File: config.mk
export PLATFORM = sky130hd
export DESIGN_NAME = issue_scheduler
export DESIGN_NICKNAME = d
export VERILOG_FILES = /design/src/rtl/issue_scheduler.sv
export SDC_FILE = /design/constraint.sdc
export NUM_CORES = 1
export LEC_CHECK = 0
export BUFFER_PORTS_ARGS = -buffer_cell sky130_fd_sc_hd__buf_2
export CORE_MARGIN = 4
export CORE_UTILIZATION = 50
export CTS_BUF_LIST = sky130_fd_sc_hd__clkbuf_8
export CTS_CLUSTER_SIZE = 30
export DETAILED_ROUTE_END_ITERATION = 10
export GPL_ROUTABILITY_DRIVEN = 1
export PLACE_DENSITY = 0.7
export SYNTH_ARGS = -nofsm -noshare
export SYNTH_HDL_FRONTEND = slang
export SYNTH_SLANG_ARGS = --single-unit
File: constraint.sdc
create_clock -name clk -period 4.72 [get_ports clk]
set_input_delay 0 -clock clk [delete_from_list [all_inputs] [get_ports clk]]
set_output_delay 0 -clock clk [all_outputs]
set_load 0.03 [all_outputs]
File: src/rtl/issue_scheduler.sv
// Dual-issue scheduler: decides each cycle whether slot 0, both slots or
// neither issues, based on a per-register countdown scoreboard, intra-pair
// hazards, the single memory port, control-flow ordering and halt.
// Also counts stall cycles for performance measurement.
module issue_scheduler #(
    parameter int LOAD_LAT = 2,
    parameter int ALU_LAT  = 1,
    parameter int CNT_W    = 2
) (
    input  logic        clk,
    input  logic        rst_n,
    input  logic        flush,
    input  logic        s0_valid,
    input  logic [4:0]  s0_src1,
    input  logic [4:0]  s0_src2,
    input  logic        s0_use1,
    input  logic        s0_use2,
    input  logic [4:0]  s0_dst,
    input  logic        s0_we,
    input  logic        s0_is_load,
    input  logic        s0_is_store,
    input  logic        s0_is_ctrl,
    input  logic        s0_is_halt,
    input  logic        s1_valid,
    input  logic [4:0]  s1_src1,
    input  logic [4:0]  s1_src2,
    input  logic        s1_use1,
    input  logic        s1_use2,
    input  logic [4:0]  s1_dst,
    input  logic        s1_we,
    input  logic        s1_is_load,
    input  logic        s1_is_store,
    input  logic        s1_is_ctrl,
    input  logic        s1_is_halt,
    output logic        issue0,
    output logic        issue1,
    output logic        stall,
    output logic        halted,
    output logic [31:0] stall_cycles
);

    typedef enum logic {
        RUN,
        HALTED
    } state_t;

    localparam logic [CNT_W-1:0] LOAD_INIT = CNT_W'(LOAD_LAT - 1);
    localparam logic [CNT_W-1:0] ALU_INIT  = CNT_W'(ALU_LAT - 1);

    state_t           state_q;
    state_t           state_d;
    logic [CNT_W-1:0] cnt [32];

    logic s0_ready;
    logic s1_ready;
    logic raw_hazard;
    logic waw_hazard;
    logic mem_conflict;
    logic pair_ok;

    // A control op in the younger slot needs no special treatment, since
    // nothing younger than it is issued in the same cycle.
    logic unused_s1_ctrl;
    assign unused_s1_ctrl = s1_is_ctrl;

    // Entry 0 is held at zero, so x0 always reads as ready.
    assign s0_ready = (!s0_use1 || cnt[s0_src1] == '0) && (!s0_use2 || cnt[s0_src2] == '0);
    assign s1_ready = (!s1_use1 || cnt[s1_src1] == '0) && (!s1_use2 || cnt[s1_src2] == '0);

    assign raw_hazard   = s0_we && (s0_dst != 5'd0) &&
                          ((s1_use1 && s1_src1 == s0_dst) || (s1_use2 && s1_src2 == s0_dst));
    assign waw_hazard   = s0_we && s1_we && (s0_dst != 5'd0) && (s0_dst == s1_dst);
    assign mem_conflict = (s0_is_load || s0_is_store) && (s1_is_load || s1_is_store);
    assign pair_ok      = !raw_hazard && !waw_hazard && !mem_conflict && !s0_is_ctrl && !s0_is_halt;

    // Halt state register; halted is sticky until reset.
    always_ff @(posedge clk or negedge rst_n) begin
        if (!rst_n) state_q <= RUN;
        else        state_q <= state_d;
    end

    // Issue decision, stall flag and halt transition.
    always_comb begin
        state_d = state_q;
        issue0  = 1'b0;
        issue1  = 1'b0;
        stall   = 1'b0;
        if (rst_n && state_q == RUN && !flush) begin
            issue0 = s0_valid && s0_ready;
            issue1 = issue0 && s1_valid && s1_ready && pair_ok;
            stall  = (s0_valid && !issue0) || (s1_valid && !issue1);
            if ((issue0 && s0_is_halt) || (issue1 && s1_is_halt)) state_d = HALTED;
        end
    end

    assign halted = (state_q == HALTED);

    // Countdown scoreboard: a new writer reloads its entry, otherwise busy entries count down.
    always_ff @(posedge clk or negedge rst_n) begin
        if (!rst_n) begin
            for (int r = 0; r < 32; r++) cnt[r] <= '0;
        end else begin
            for (int r = 0; r < 32; r++) begin
                if (r == 0)
                    cnt[r] <= '0;
                else if (issue0 && s0_we && s0_dst == 5'(r))
                    cnt[r] <= s0_is_load ? LOAD_INIT : ALU_INIT;
                else if (issue1 && s1_we && s1_dst == 5'(r))
                    cnt[r] <= s1_is_load ? LOAD_INIT : ALU_INIT;
                else if (cnt[r] != '0)
                    cnt[r] <= cnt[r] - CNT_W'(1);
            end
        end
    end

    // Performance counter of stalled cycles, wrapping naturally.
    always_ff @(posedge clk or negedge rst_n) begin
        if (!rst_n)     stall_cycles <= 32'd0;
        else if (stall) stall_cycles <= stall_cycles + 32'd1;
    end

endmodule

==> metrics.md <==
| Metric | Value |
|---|---|
| Pwr Density | `529.2 nW/um^2` |
| Synth warnings | `0` |
| Post-synthesis sequential area ratio | `30.42%` |
| Net Sw Power | `2.028 mW` |
| Ys async rst share | `100.0%` |
| Placed wire-length estimate | `18,330 um` |
| Mapped Area | `7814 um^2` |
| CP delay by family, top | `compound AO/OA/AOI/OAI gates` |
| CTS tree | `done` |
| Worst stage delay on the critical path | `0.63 ns` |
| TritonRoute pass-1 iters | `5` |
| Combinational share of power | `54.6%` |
| Num Clock Sinks | `95` |
| CP max FO | `17` |
| Largest net degree at the start of global routing | `65` |
| All-Layer GR Usage | `27.33%` |
| Buffer count from post-CTS setup fixing | `0` |
| DP Area | `8376 um^2` |
| Via count of the first global-routing pass | `7,092` |
| Startpoint Class | `register` |
| DR vias/cell | `6.285` |
| Unrepaired setup endpoints after global routing | `false` |
| Worst VDD drop | `185.9 uV` |
| Num CTS Buffers | `9` |
| LEAKAGE | `3.819 nW` |
| Worst path cell trace | `nor2_1 -> mux4_2 -> o22ai_1 -> a2111o_1 -> or4_4 -> o21ai_2 -> a21oi_1 -> buf_2` |
| Cell area after layout | `8608 um^2` |
| Worst Tran Pin Value | `0.8884 ns` |
| Hold path depth | `3` |
| Starting Density | `51.21%` |
| Setup CP Type | `register to primary output` |
| Core area | `15,260 um^2` |
| Switching portion of total power | `44.52%` |
| Clk buf depth | `2` |
| Worst Reg-to-Reg Cells | `8` |
| GPL Wtd Cong | `0.9759` |
| First-pass GRT wire length | `38,470 um` |
| Number of enable flip-flop cells after synthesis | `0` |
| MaxCap Viol Count | `0` |
| Required @ worst endpoint | `4.72 ns` |
| Die H | `133.0 um` |
| Boundary Pins | `85` |
| Most frequent cells in the layout | `dfrtp_1, nor2_1, buf_2` |
| Post-CTS Hold Fix Bufs | `3` |
| Skew-Pair Late Insertion Delay | `0.39 ns` |
| Cell Rows | `45` |
| PortBufs | `83` |
| Flop pwr share | `33.0%` |
| Relative slew margins | `40.63%` |
| Commonest non-fill, non-tap cell in the layout | `dfrtp_1` |
| Fin Setup TNS | `0 ns` |
| Fin. Hold Viols | `0` |
| Yosys top cell by area | `dfrtp_1` |
| Core Util, Final | `56.42%` |
| Crit path DAT | `3.85 ns` |
| Total chip power | `4.556 mW` |
| Share of the synthesized area in the top cell type | `30.42%` |
| CTS root buffer | `clkbuf_8` |
| Flops & latches, synth | `95` |
| Worst path bufs/invs | `1` |
| Synthesized Nets | `1,011` |
| DRT antenna net count | `0` |
| Fin crit period | `3.847 ns` |
| Clock network power share | `12.4%` |
| Ant diodes | `0` |
| Fin crit share | `81.51%` |
| Clock Skew | `0.01378 ns` |
| Cells after Synth | `930` |
| Worst-path clk slew | `0.11 ns` |
| Syn Area/Cell | `8.402 um^2` |
| Layout Nets | `1,064` |
| CP max-delay cell | `or4_4` |
| Final-report setup violation count | `0` |
| Internal power | `2.527 mW` |
| Initial antenna violation count | `0` |
| Slew Limit Fails | `0` |
| Starting DRC count in detailed routing | `840` |
| Status | `complete, no violations` |
| Die X | `133.0 um` |
| CTS resizes | `0` |
| Area grow syn2layout | `10.17%` |
| Routed len/inst | `20.19 um` |
| Total Wirelength | `24,210 um` |
| Stages on worst setup path | `8` |
| GR Overflow Total | `0` |
| Fmax | `259.9 MHz` |
| Crit end category | `primary output` |
| Area contributors post-synth | `dfrtp_1, xor2_1, mux4_2` |
| Ratio of cells with drive above 1 in the final layout | `15.79%` |
| Synth Flop Type | `dfrtp_1` |
| Via count | `7,536` |
| Cell variety after synth | `69` |
| DRC | `0` |
| CTS H-tree depth | `3` |
| Hold Path Class | `primary input to register` |
| Die ar. | `17,690 um^2` |
metrics by stage:
step / cells / hold slack [ns] / worst slack (ns)
after global routing: 1199 / 0.08940 / 0.6912
after CTS: 1199 / 0.03932 / 0.9083
after floorplan: 930 / -0.2956 / 1.809
final: 1199 / 0.05636 / 0.8725
after global placement: 1180 / -0.008998 / 1.201
after detailed placement: 1180 / -0.01116 / 1.158
routing by layer:
metal,up-vias,GRT usage [%],routed length [um]
li1,3481,-,-
met3,66,6.464,2626
met5,-,0,0
met4,0,11.09,875
met2,409,40.74,10480
met1,3580,38.28,10230
worst paths after layout:
path / startpoint / slack (ns) / to
worst max register to register: cnt[24] / 1.09 / stall_cycles[1]
worst min register to register: stall_cycles[31] / 0.48 / stall_cycles[31]
min in group asynchronous: rst_n / 0.09 / cnt[48]
max in group asynchronous: rst_n / 3.41 / cnt[55]
worst min-delay path: s1_we / 0.06 / cnt[23]
worst max-delay path: cnt[24] / 0.87 / stall
synthesized netlist by cell type, drive strengths merged (10+ instances only):
master  instances
nor4           21
buf            18
nor3b          11
a211oi         30
a21oi          41
mux4           22
dfrtp          95
xnor2          15
nand2b         14
nor2           86
nand4          17
and3           17
nor3           35
inv            77
nand3          38
clkbuf         39
ha             32
nor2b          10
nand2          74
a31oi          23
xor2           62
a21o           10
o21ai          23
sequential cells by signal (all words and copies together), names as in the netlist:
name,cells
halted,1
cnt,62
stall_cycles,32
final cells by class:
cell class | count | area [um^2]
clock buffers | 9 | 123.9
inverters | 78 | 292.8
flip-flops and latches | 95 | 2377
clock inverters | 7 | 78.83
fillers | 1442 | 6650
repair buffers | 99 | 545.5
well taps | 211 | 264.0
multi-input cells | 700 | 4926
power by group through the flow:
stage                     Clock (mW)  Sequential (mW)  Combinational (mW)
after floorplan                    0             1.49                1.85
after global placement             0             1.50                2.40
after detailed placement           0             1.51                2.46
after CTS                      0.576             1.49                2.48
after global routing           0.601             1.55                2.82
final                          0.567             1.50                2.49
cell families after synthesis:
| family | after synthesis | share of synthesized area [%] |
|---|---|---|
| compound gates | 196 | 17.53 |
| buf+inv | 135 | 6.869 |
| fa+ha+maj | 32 | 5.124 |
| simple gates | 367 | 24.26 |
| xor+xnor | 77 | 8.631 |
| mux | 28 | 7.158 |
| flops | 95 | 30.42 |
worst register-to-register path, cell delays in order (launching register included):
cell and delay, ns:
dfrtp_1 0.42, nor2_1 0.37, mux4_2 0.36, o22ai_1 0.08
a2111o_1 0.42, or4_4 0.63, o21ai_2 0.62, a21oi_1 0.30
mux2_2 0.34
No activity file was read; power rests on OpenSTA's default activity.
